## src/rtl/paddle_pkg.sv

```systemverilog
// Shared types and widths for the paddle digitiser: FSM encoding, position/scanline widths,
// and the 9-bit to 8-bit scanline clamp.
package paddle_pkg;

  localparam int POS_W  = 8;
  localparam int LINE_W = 9;

  typedef enum logic [1:0] {
    ST_ARMED  = 2'd0,
    ST_HELD   = 2'd1,
    ST_COMMIT = 2'd2
  } paddle_state_t;

  // Scanlines past the 8-bit range saturate rather than wrap.
  function automatic logic [POS_W-1:0] clamp_line(input logic [LINE_W-1:0] line);
    logic [POS_W-1:0] res;
    if (line > 9'd255) res = 8'hFF;
    else               res = line[POS_W-1:0];
    return res;
  endfunction

endpackage

```

## src/rtl/sync_rise_detect.sv

```systemverilog
// Two-flop synchroniser for an asynchronous input plus a third flop for rising-edge detection.
// Shared by any asynchronous button or paddle line.
module sync_rise_detect (
  input  logic clk,
  input  logic reset,
  input  logic async_in,
  output logic rise
);

  logic s1;
  logic s2;
  logic s3;

  always_ff @(posedge clk) begin
    if (reset) begin
      s1 <= 1'b0;
      s2 <= 1'b0;
      s3 <= 1'b0;
    end else begin
      s1 <= async_in;
      s2 <= s1;
      s3 <= s2;
    end
  end

  assign rise = s2 & ~s3;

endmodule

```

## src/rtl/paddle_reader.sv

```systemverilog
// Paddle digitiser: timestamps the first valid paddle edge per frame with the scanline and
// commits it on the vsync rising edge. Optional output smoothing under `PADDLE_SMOOTH_EN`.
//
// state     | meaning
// ----------+-----------------------------------------------------------
// ST_ARMED  | waiting for the frame's first edge at or past MIN_LINE
// ST_HELD   | edge captured, later edges ignored until vsync
// ST_COMMIT | one cycle: outputs load on the following clock
module paddle_reader
  import paddle_pkg::*;
#(
  parameter logic [LINE_W-1:0] MIN_LINE    = 9'd8,
  parameter logic [POS_W-1:0]  TIMEOUT_POS = 8'd255
) (
  input  logic              clk,
  input  logic              reset,
  input  logic              vsync,
  input  logic [LINE_W-1:0] vpos,
  input  logic              paddle_in,
  output logic [POS_W-1:0]  paddle_pos,
  output logic              pos_valid,
  output logic              timeout
);

  paddle_state_t state;
  paddle_state_t state_nxt;

  logic             rise;
  logic             vsync_q;
  logic             vsync_rise;
  logic             got_edge;
  logic             capture_en;
  logic [POS_W-1:0] cap;
  logic [POS_W-1:0] raw;
  logic [POS_W-1:0] new_pos;

  sync_rise_detect u_sync (
    .clk      (clk),
    .reset    (reset),
    .async_in (paddle_in),
    .rise     (rise)
  );

  assign vsync_rise = vsync & ~vsync_q;

  always_ff @(posedge clk) begin
    if (reset) state <= ST_ARMED;
    else       state <= state_nxt;
  end

  // vsync_rise takes priority so an edge landing on the frame boundary belongs to neither frame.
  always_comb begin
    state_nxt  = state;
    capture_en = 1'b0;
    case (state)
      ST_ARMED: begin
        if (vsync_rise) begin
          state_nxt = ST_COMMIT;
        end else if (rise && (vpos >= MIN_LINE)) begin
          capture_en = 1'b1;
          state_nxt  = ST_HELD;
        end
      end
      ST_HELD: begin
        if (vsync_rise) state_nxt = ST_COMMIT;
      end
      ST_COMMIT: begin
        state_nxt = ST_ARMED;
      end
      default: begin
        state_nxt = ST_ARMED;
      end
    endcase
  end

  assign raw = got_edge ? cap : TIMEOUT_POS;

`ifdef PADDLE_SMOOTH_EN
  logic [POS_W:0] smooth_sum;

  always_comb begin
    smooth_sum = {1'b0, raw} + {1'b0, paddle_pos} + {{POS_W{1'b0}}, 1'b1};
    new_pos    = smooth_sum[POS_W:1];
  end
`else
  assign new_pos = raw;
`endif

  always_ff @(posedge clk) begin
    if (reset) begin
      vsync_q    <= 1'b0;
      got_edge   <= 1'b0;
      cap        <= '0;
      paddle_pos <= '0;
      pos_valid  <= 1'b0;
      timeout    <= 1'b0;
    end else begin
      vsync_q   <= vsync;
      pos_valid <= (state == ST_COMMIT);
      if (capture_en) begin
        cap      <= clamp_line(vpos);
        got_edge <= 1'b1;
      end
      if (state == ST_COMMIT) begin
        paddle_pos <= new_pos;
        timeout    <= ~got_edge;
        got_edge   <= 1'b0;
      end
    end
  end

endmodule
```

## config.mk

```make
export PLATFORM = sky130hd
export DESIGN_NAME = paddle_reader
export DESIGN_NICKNAME = d
export VERILOG_FILES = /design/src/rtl/paddle_pkg.sv /design/src/rtl/sync_rise_detect.sv /design/src/rtl/paddle_reader.sv
export SDC_FILE = /design/constraint.sdc
export NUM_CORES = 1
export LEC_CHECK = 0
export ABC_AREA = 1
export BUFFER_PORTS_ARGS = -buffer_cell sky130_fd_sc_hd__buf_2
export CORE_UTILIZATION = 40
export DETAILED_ROUTE_END_ITERATION = 12
export MAX_ROUTING_LAYER = met4
export PLACE_DENSITY = 0.58
export SLEW_MARGIN = 20
export SYNTH_ARGS = -nofsm -noshare
export SYNTH_HDL_FRONTEND = slang
export SYNTH_SLANG_ARGS = --single-unit
```

## constraint.sdc

```tcl
create_clock -name clk -period 1.6 [get_ports clk]
set_clock_uncertainty 0.2 [all_clocks]
set_input_delay 0.08 -clock clk [delete_from_list [all_inputs] [get_ports clk]]
set_output_delay 0.08 -clock clk [all_outputs]
set_load 0.005 [all_outputs]
```

# ---- Word level (Yosys, flattened, before mapping)
# Cells that the tools add are included.
dict set report classes {
  n_addsub 0
  n_mul 0
  div 0
  magnitude_cmp 2
  n_eq_ne 4
  shift 0
  muxes 9
  bitwise_logic 5
  n_reduce_logical 4
}
# op n
set op_table {}
lappend op_table {{2-to-1 mux 8 bit} 2}
lappend op_table {{>= comparator 9 x 4 -> 1 bit (second input constant)} 1}
lappend op_table {{> comparator 9 x 8 -> 1 bit (second input constant)} 1}
lappend op_table {{2-to-1 mux 2 bit} 3}
lappend op_table {{one-hot mux 2 bit (2 select lines)} 1}
lappend op_table {{2-to-1 mux 1 bit} 3}
lappend op_table {{inequality test 3 bit (second input constant)} 1}
lappend op_table {{NOT 1 bit} 3}
lappend op_table {{bitwise AND 1 bit} 2}
lappend op_table {{equality test 2 x 1 -> 1 bit (second input constant)} 1}
lappend op_table {{equality test 2 bit (second input constant)} 1}
lappend op_table {{zero test 2 bit} 1}
lappend op_table {{inequality test 2 bit (second input constant)} 1}
lappend op_table {{AND reduction 2 bit} 1}
lappend op_table {{OR reduction 2 bit} 1}
lappend op_table {{logical AND 1 bit} 1}
dict set report totals {
  ff_bits 25
  latch_bits 0
  mem_bits_rw 0
  romBits 0
  inputBits 13
  output_inout_bits 10
  elab_cells 34
  memories 0
}

# ---- Depth between registers and ports, before layout
# Gate-level depths: netlist of run 1.
dict set report depth {
  word_depth 6
  mapped_depth 9
  ltp_nobuf 7
}

# ---- By module
# Synthesis of run 1 repeated with hierarchy kept, for this count alone.
dict set report unflattened {
  cells_unflattened 128
  hier_area_um2 999.7
}
# module n_inst cells_per_inst area_per_inst_um2 seq_area_each_um2
set modules_own_cells {}
lappend modules_own_cells {paddle_reader 1 118 913.4 440.4}
lappend modules_own_cells {sync_rise_detect 1 10 86.3 60.1}

# ---- Worst setup path after synthesis of run 1
# Ideal clock, no wire load.
dict set report synth_timing {
  path_type {reg2reg}
  start {register vsync_q}
  end {register cap[0]}
  setup_time_ns 0.113
  t_arrival_ns 0.957
  required_ns 1.287
  setup_slack_ns 0.330
  path_stages_with_launch 9
  period_less_slack_ns 1.270
  cell_sequence {dfxtp_1 inv_1 nand2_1 nand3_1 nor2_2 buf_6 nand2_2 nand2_1 nor2_1}
}
dict set report synth_between {
  elab_chain_cells 4
}
# element line
set synth_lines {}
lappend synth_lines {{start, declared} paddle_reader.sv:29} ;# logic vsync_q;
lappend synth_lines {{start signal, assigned} paddle_reader.sv:98} ;# vsync_q <= vsync;
lappend synth_lines {{NOT 1 bit} paddle_reader.sv:44} ;# assign vsync_rise = vsync & ~vsync_q;
lappend synth_lines {{bitwise AND 1 bit} paddle_reader.sv:44}
lappend synth_lines {{2-to-1 mux 1 bit} paddle_reader.sv:57} ;# if (vsync_rise) begin
lappend synth_lines {{2-to-1 mux 1 bit} paddle_reader.sv:55} ;# case (state)
lappend synth_lines {{end signal, assigned} paddle_reader.sv:101} ;# cap <= clamp_line(vpos);
lappend synth_lines {{end, declared} paddle_reader.sv:33} ;# logic [POS_W-1:0] cap;
# Every way passes these cells.
# A chain may end at the register's enable or synchronous reset.

# ---- Worst setup path after layout of run 1
dict set report layout_timing {
  start {input vpos[7]}
  end {register cap[7]}
}
dict set report layout_between {
  elab_chain_cells 5
}
# element line
set layout_lines {}
lappend layout_lines {{start, declared} paddle_reader.sv:18} ;# input logic [LINE_W-1:0] vpos,
lappend layout_lines {{>= comparator 9 x 4 -> 1 bit} paddle_reader.sv:59} ;# end else if (rise && (vpos >= MIN_LINE)) begin
lappend layout_lines {{logical AND 1 bit} paddle_reader.sv:59}
lappend layout_lines {{2-to-1 mux 1 bit} paddle_reader.sv:59}
lappend layout_lines {{2-to-1 mux 1 bit} paddle_reader.sv:57}
lappend layout_lines {{2-to-1 mux 1 bit} paddle_reader.sv:55}
# Parallel ways exist; a longest one is shown, timed or not.

==> impl_metrics.json, run 1 <==
{
  "critPathMaxFanout": 3,
  "hpwl_um": 1360,
  "postSynthCellCount": 133,
  "rsz0062_at_grt": "no",
  "use_met2": 0.293,
  "nets": 187,
  "tritoncts": "yes",
  "hold_class": "in -> reg",
  "postCtsSetupBuffers": 0,
  "start_kind": "input port",
  "timing.fmax_ghz": 0.665,
  "synth.distinct_cells": 16,
  "ys_ff_latch": 25,
  "setup.worst_path.end_class": "flip-flop",
  "grt.total_usage": 0.173,
  "insertedDiodeCount": 0,
  "clock-root-buffer": "clkbuf_4",
  "setup_tns_ns": 0,
  "whs_ns": -0.00246,
  "critPathRequiredTime_ns": 1.64,
  "cp.arrival_ns": 1.54,
  "irDropWorstVdd_uv": 461,
  "wl_per_cell_um": 9.57,
  "p_switching_mw": 0.277,
  "first_pass_iters": 5,
  "setup_viol": 0,
  "drv_cap": 0,
  "power.density_nw_per_um2": 845,
  "wl_um": 1920,
  "clkLatencyLatePin_ns": 0.32,
  "postSynth.asyncResetShare": 0,
  "synthTopCellsByCount": "28 x nor2_1, 27 x nand2_1, 25 x dfxtp_1",
  "dp_slack_ns": 0.262,
  "violations": "hold timing",
  "comb_power_share": 0.137,
  "numCtsBuffers": 3,
  "vias": 901,
  "swShare": 0.251,
  "synthTopCellsByArea": "dfxtp_1 50%, nor2_1 11%, nand2_1 10%, nand3_1 6.5%, inv_1 4.5%",
  "layout_setup_ws_ns": 0.0962,
  "grt_pass1_wl_um": 3400,
  "drive_gt1_frac": 0.220,
  "drt_first_iter_violations": 13,
  "clock_sinks": 25,
  "cpMostUsedCell": "dlygate4sd3_1",
  "hold_viol": 1,
  "period_share": 0.940,
  "gp_congestion": 0.789,
  "synth_ff_type": "dfxtp_1",
  "netlist.top_cell.by_area": "dfxtp_1",
  "slew_viol_final": 0,
  "place.port_buffers": 22,
  "synth-edff-count": 0,
  "outcome": "finished with violations",
  "power_frac_seq": 0.607,
  "relSlewSlack": 0.794,
  "fill_cells": 229,
  "crit_type": "in -> reg",
  "die_x_um": 51.9,
  "grt_max_degree": 18,
  "clkPwrFrac": 0.256,
  "antenna_found_initial": 0,
  "die_area_um2": 2690,
  "cp_slowest_cell": "dlygate4sd3_1",
  "synthesis.nets": 146,
  "grt_pass1_vias": 841,
  "grtUsageMet3": 0.0263,
  "grt.busiest_layer": "met2",
  "synth.avg_cell_area_um2": 7.49,
  "drc": 0,
  "fp-row-count": 17,
  "avgViaCountPerCell": 4.48,
  "area_delta_synth_final_pct": 31.3,
  "worstPathCellList": "dlygate4sd3_1, buf_2, nor2_4, dlygate4sd3_1, nand2_1, inv_1, nor2_1",
  "intPower_mw": 0.827,
  "max_stage_delay_ns": 0.55,
  "coreArea_um2": 2280,
  "start_util": 0.438,
  "clk_pin_slew_ns": 0.14,
  "yosysTopAreaCellShare": 0.503,
  "ant_nets": 0,
  "p_leak_nw": 0.635,
  "io_pins": 23,
  "synth.most_common_cell": "nor2_1",
  "synth_warnings": 0,
  "fin_crit_ns": 1.50,
  "ys_seq_area_frac": 0.503,
  "use_met1": 0.206,
  "grt.overflow.total": 0,
  "cts_resized": 0,
  "die_h_um": 51.9,
  "syn_area_um2": 996,
  "htreeDepth": 1,
  "clock_path_buffers": 2,
  "max_slew.worst_pin.slew_ns": 0.308
}
## metal layers
layer | vias up | share of wire
met2 | 18 | 0.44
met1 | 391 | 0.53
met3 | 2 | 0.030
met4 | 0 | 0.0062
met5 | - | 0
li1 | 490 | -
## path summary, 6_finish.rpt
kind / start / endpoint / slack (ns) / cells past startpoint
worst max-delay path: vpos[7] / cap[7] / 0.1 / 7
worst max register to register: vsync_q / cap[3] / 0.25 / 8
worst min-delay path: vpos[8] / cap[2] / -0.002 / 5
worst min register to register: u_sync.s1 / u_sync.s2 / 0.22 / 2
## flip-flops by register name (all words and copies together) (netlist names)
name,cells
pos_valid,1
paddle_pos,8
vsync_q,1
timeout,1
got_edge,1
cap,8
u_sync.s3,1
u_sync.s1,1
u_sync.s2,1
state,2
## logic make-up (layout without fill, tap and decap cells)
logic type,Yosys count,count (layout),share of synthesized area
simple gates,78,78,0.339
flops,25,25,0.503
buf+inv,18,58,0.0955
compound gates,12,12,0.0628
## cell type report
type	instances	area [um2]	area share
clock inverters	1	7.51	0.00574
flip-flops and latches	25	500	0.383
multi-input cells	90	400	0.306
clock buffers	3	22.5	0.0172
inverters	13	48.8	0.0373
repair buffers	41	293	0.224
well taps	28	35.0	0.0268
## per-stage QoR
| stage | area [um2] | hold slack, ns | util | power (mW) | instances |
|---|---|---|---|---|---|
| 6_report | 1310 | -0.00246 | 0.574 | 1.10 | 201 |
| 3_3_place_gp | 1120 | 0.0839 | 0.491 | 0.804 | 181 |
| 4_1_cts | 1310 | 0.000146 | 0.574 | 1.12 | 201 |
| 2_1_floorplan | 996 | -0.0130 | - | 0.762 | 133 |
| 5_1_grt | 1310 | 0.0406 | 0.574 | 1.16 | 201 |
| 3_5_place_dp | 1120 | 0.0966 | 0.491 | 0.807 | 181 |
## layout by cell type (no fill, tap or decap)
master and count:
o211ai_1 1, nor3_1 1, nand2_2 5, clkbuf_4 3
buf_2 22, nand2_1 27, a21oi_1 3, inv_1 12
nor2_2 3, clkinvlp_4 1, dfxtp_1 25, nor2_1 28
clkinv_1 1, dlygate4sd3_1 16, buf_4 3, o21ai_0 8
nor2_4 1, nand3_1 13
## power by group through the flow
stage / Sequential (mW) / Clock (mW) / Combinational, mW
2_1_floorplan: 0.684 / 0 / 0.0776
3_3_place_gp: 0.683 / 0 / 0.121
3_5_place_dp: 0.684 / 0 / 0.122
4_1_cts: 0.670 / 0.295 / 0.152
5_1_grt: 0.674 / 0.314 / 0.174
6_report: 0.670 / 0.283 / 0.151
## critical path, delay by kind of cell
kind	cells	cell delay [ns]
and+or+nand+nor	3	0.18
buffers and inverters	4	1.28
## timing repair
item / in CTS / in global routing
setup endpoints to repair: 0 / 0
hold endpoints to repair: 16 / 0
hold buffers: 16 / 0
(Power assumes the default switching activity.)
==> run 2: changes to the inputs <==
Settings changed: REMOVE_ABC_BUFFERS from default to 1.
==> run 2 against run 1 <==
- the flow now finishes without violations
- setup slack improved by 0.086 ns
- critical endpoint is now cap[3]
- first-iteration DRC count did not move
- sequential power barely moved
==> impl_metrics.json, run 2 (synthesis gave the netlist of run 1 again) <==
{
  "cp.arrival_ns": 1.44,
  "wl_per_cell_um": 9.17,
  "max_slew.worst_pin.slew_ns": 0.319,
  "tritoncts": "yes",
  "setup_tns_ns": 0,
  "layout_common_cells": "28 x nor2_1, 27 x nand2_1, 25 x dfxtp_1, 22 x buf_2",
  "slew_viol_final": 0,
  "grt_pass1_vias": 804,
  "power.density_nw_per_um2": 849,
  "power.total_mw": 1.08,
  "r2r_cells": 8,
  "period_share": 0.886,
  "cp_slowest_cell": "dlygate4sd3_1",
  "gp_congestion": 0.780,
  "coreArea_um2": 2280,
  "setup.worst_path.end_class": "flip-flop",
  "wl_um": 1820,
  "comb_power_share": 0.133,
  "die_x_um": 51.9,
  "layout_commonest_cell": "nor2_1",
  "intPower_mw": 0.824,
  "clkPwrFrac": 0.247,
  "io_pins": 23,
  "worst-r2r-setup-slack_ns": 0.27,
  "crit_family": "buffers and inverters",
  "hpwl_um": 1300,
  "swShare": 0.238,
  "numCtsBuffers": 3,
  "whs_ns": 0.0118,
  "first_pass_iters": 4,
  "insertedDiodeCount": 0,
  "reg_top3": "cap: 8 flops, paddle_pos: 8 flops, state: 2 flops",
  "critPathCapture": "cap[3]",
  "postCtsSetupBuffers": 0,
  "clk_pin_slew_ns": 0.13,
  "antenna_found_initial": 0,
  "rsz0062_at_grt": "no",
  "critPathMaxFanout": 13,
  "setup_viol": 0,
  "die_area_um2": 2690,
  "fin_util": 0.560,
  "area_delta_synth_final_pct": 27.9,
  "avgViaCountPerCell": 4.41,
  "crit_type": "in -> reg",
  "worstPathCellList": "dlygate4sd3_1, buf_2, nand2_1, nand3_1, nor2_2, buf_4, nand2_1, nand2_1, nor2_1",
  "clock-root-buffer": "clkbuf_4",
  "start_util": 0.438,
  "htreeDepth": 1,
  "power_frac_seq": 0.619,
  "dp_slack_ns": 0.278,
  "drive_gt1_frac": 0.218,
  "p_switching_mw": 0.258,
  "die_h_um": 51.9,
  "fin_crit_ns": 1.42,
  "place.port_buffers": 22,
  "layout_setup_ws_ns": 0.182,
  "ant_nets": 0,
  "p_leak_nw": 0.620,
  "fp-row-count": 17,
  "cpMostUsedCell": "nand2_1",
  "irDropWorstVdd_uv": 451,
  "drc": 0,
  "r2r_end": "cap[3]",
  "grt.overflow.total": 0,
  "crit_cells": 9,
  "timing.fmax_ghz": 0.705,
  "max_stage_delay_ns": 0.53,
  "outcome": "finished clean",
  "r2r-start": "vsync_q",
  "start_kind": "input port",
  "vias": 874,
  "path_buf_inv": 3,
  "critPathRequiredTime_ns": 1.62,
  "grt_pass1_wl_um": 3370,
  "grt_max_degree": 18,
  "nets": 184,
  "hold_viol": 0,
  "drt_first_iter_violations": 13,
  "clock_sinks": 25,
  "drv_cap": 0,
  "crit_path_start": "vsync",
  "grt.total_usage": 0.171,
  "relSlewSlack": 0.787,
  "clkLatencyLatePin_ns": 0.30,
  "clock_path_buffers": 2,
  "hold_class": "in -> reg"
}
==> run 2: cell count changes in the layout (fill, tap and decap cells not counted) <==
| cell | change |
|---|---|
| dlygate4sd3_1 | -3 |
| clkinvlp_4 | -1 |
| clkbuf_1 | +1 |
==> run 2: how the worst min path moves through the flow <==
stage	start	end	slack, ns	cells past startpoint
floorplan	reset	cap[5]	-0.05	1
global placement	paddle_in	u_sync.s1	0.09	3
detailed placement	paddle_in	u_sync.s1	0.09	3
CTS	vpos[8]	cap[7]	0.007	5
global route	vpos[8]	cap[3]	0.05	5
finish	vpos[8]	cap[3]	0.01	5
==> run 2: cell type report <==
cell class | instances | area, um2
Timing Repair Buffer | 38 | 263
Tap cell | 28 | 35.0
Multi-Input combinational cell | 90 | 400
Sequential cell | 25 | 500
Inverter | 13 | 48.8
Fill cell | 218 | 1000
Clock buffer | 4 | 26.3
==> run 2: metrics by stage <==
| step | std cells | instance area [um2] |
|---|---|---|
| floorplan | 128 | 950 |
| global placement | 181 | 1120 |
| detailed placement | 181 | 1120 |
| CTS | 198 | 1270 |
| global route | 198 | 1270 |
| finish | 198 | 1270 |
==> run 2: tightest hold or removal path, delay by kind of cell <==
kind                   cells  cell delay [ns]
buffers and inverters      1             0.16
AND/OR/NAND/NOR            4             0.25
==> run 2: power by group through the flow <==
stage	Sequential, mW	Clock [mW]	Combinational (mW)
floorplan	0.684	0	0.0631
global placement	0.683	0	0.120
detailed placement	0.685	0	0.122
CTS	0.671	0.281	0.146
global route	0.675	0.306	0.167
finish	0.670	0.268	0.144
==> run 2: timing repair <==
action	4_1_cts	5_1_grt
hold endpoints to repair	16	0
hold buffers	13	0
gates resized for setup	0	0
==> run 2: routing by layer <==
layer	GRT usage	vias to the layer above	wire, um
li1	-	484	-
met1	0.235	366	988
met2	0.250	22	730
met3	0.0263	2	79
met4	0.0676	0	17
met5	-	-	0
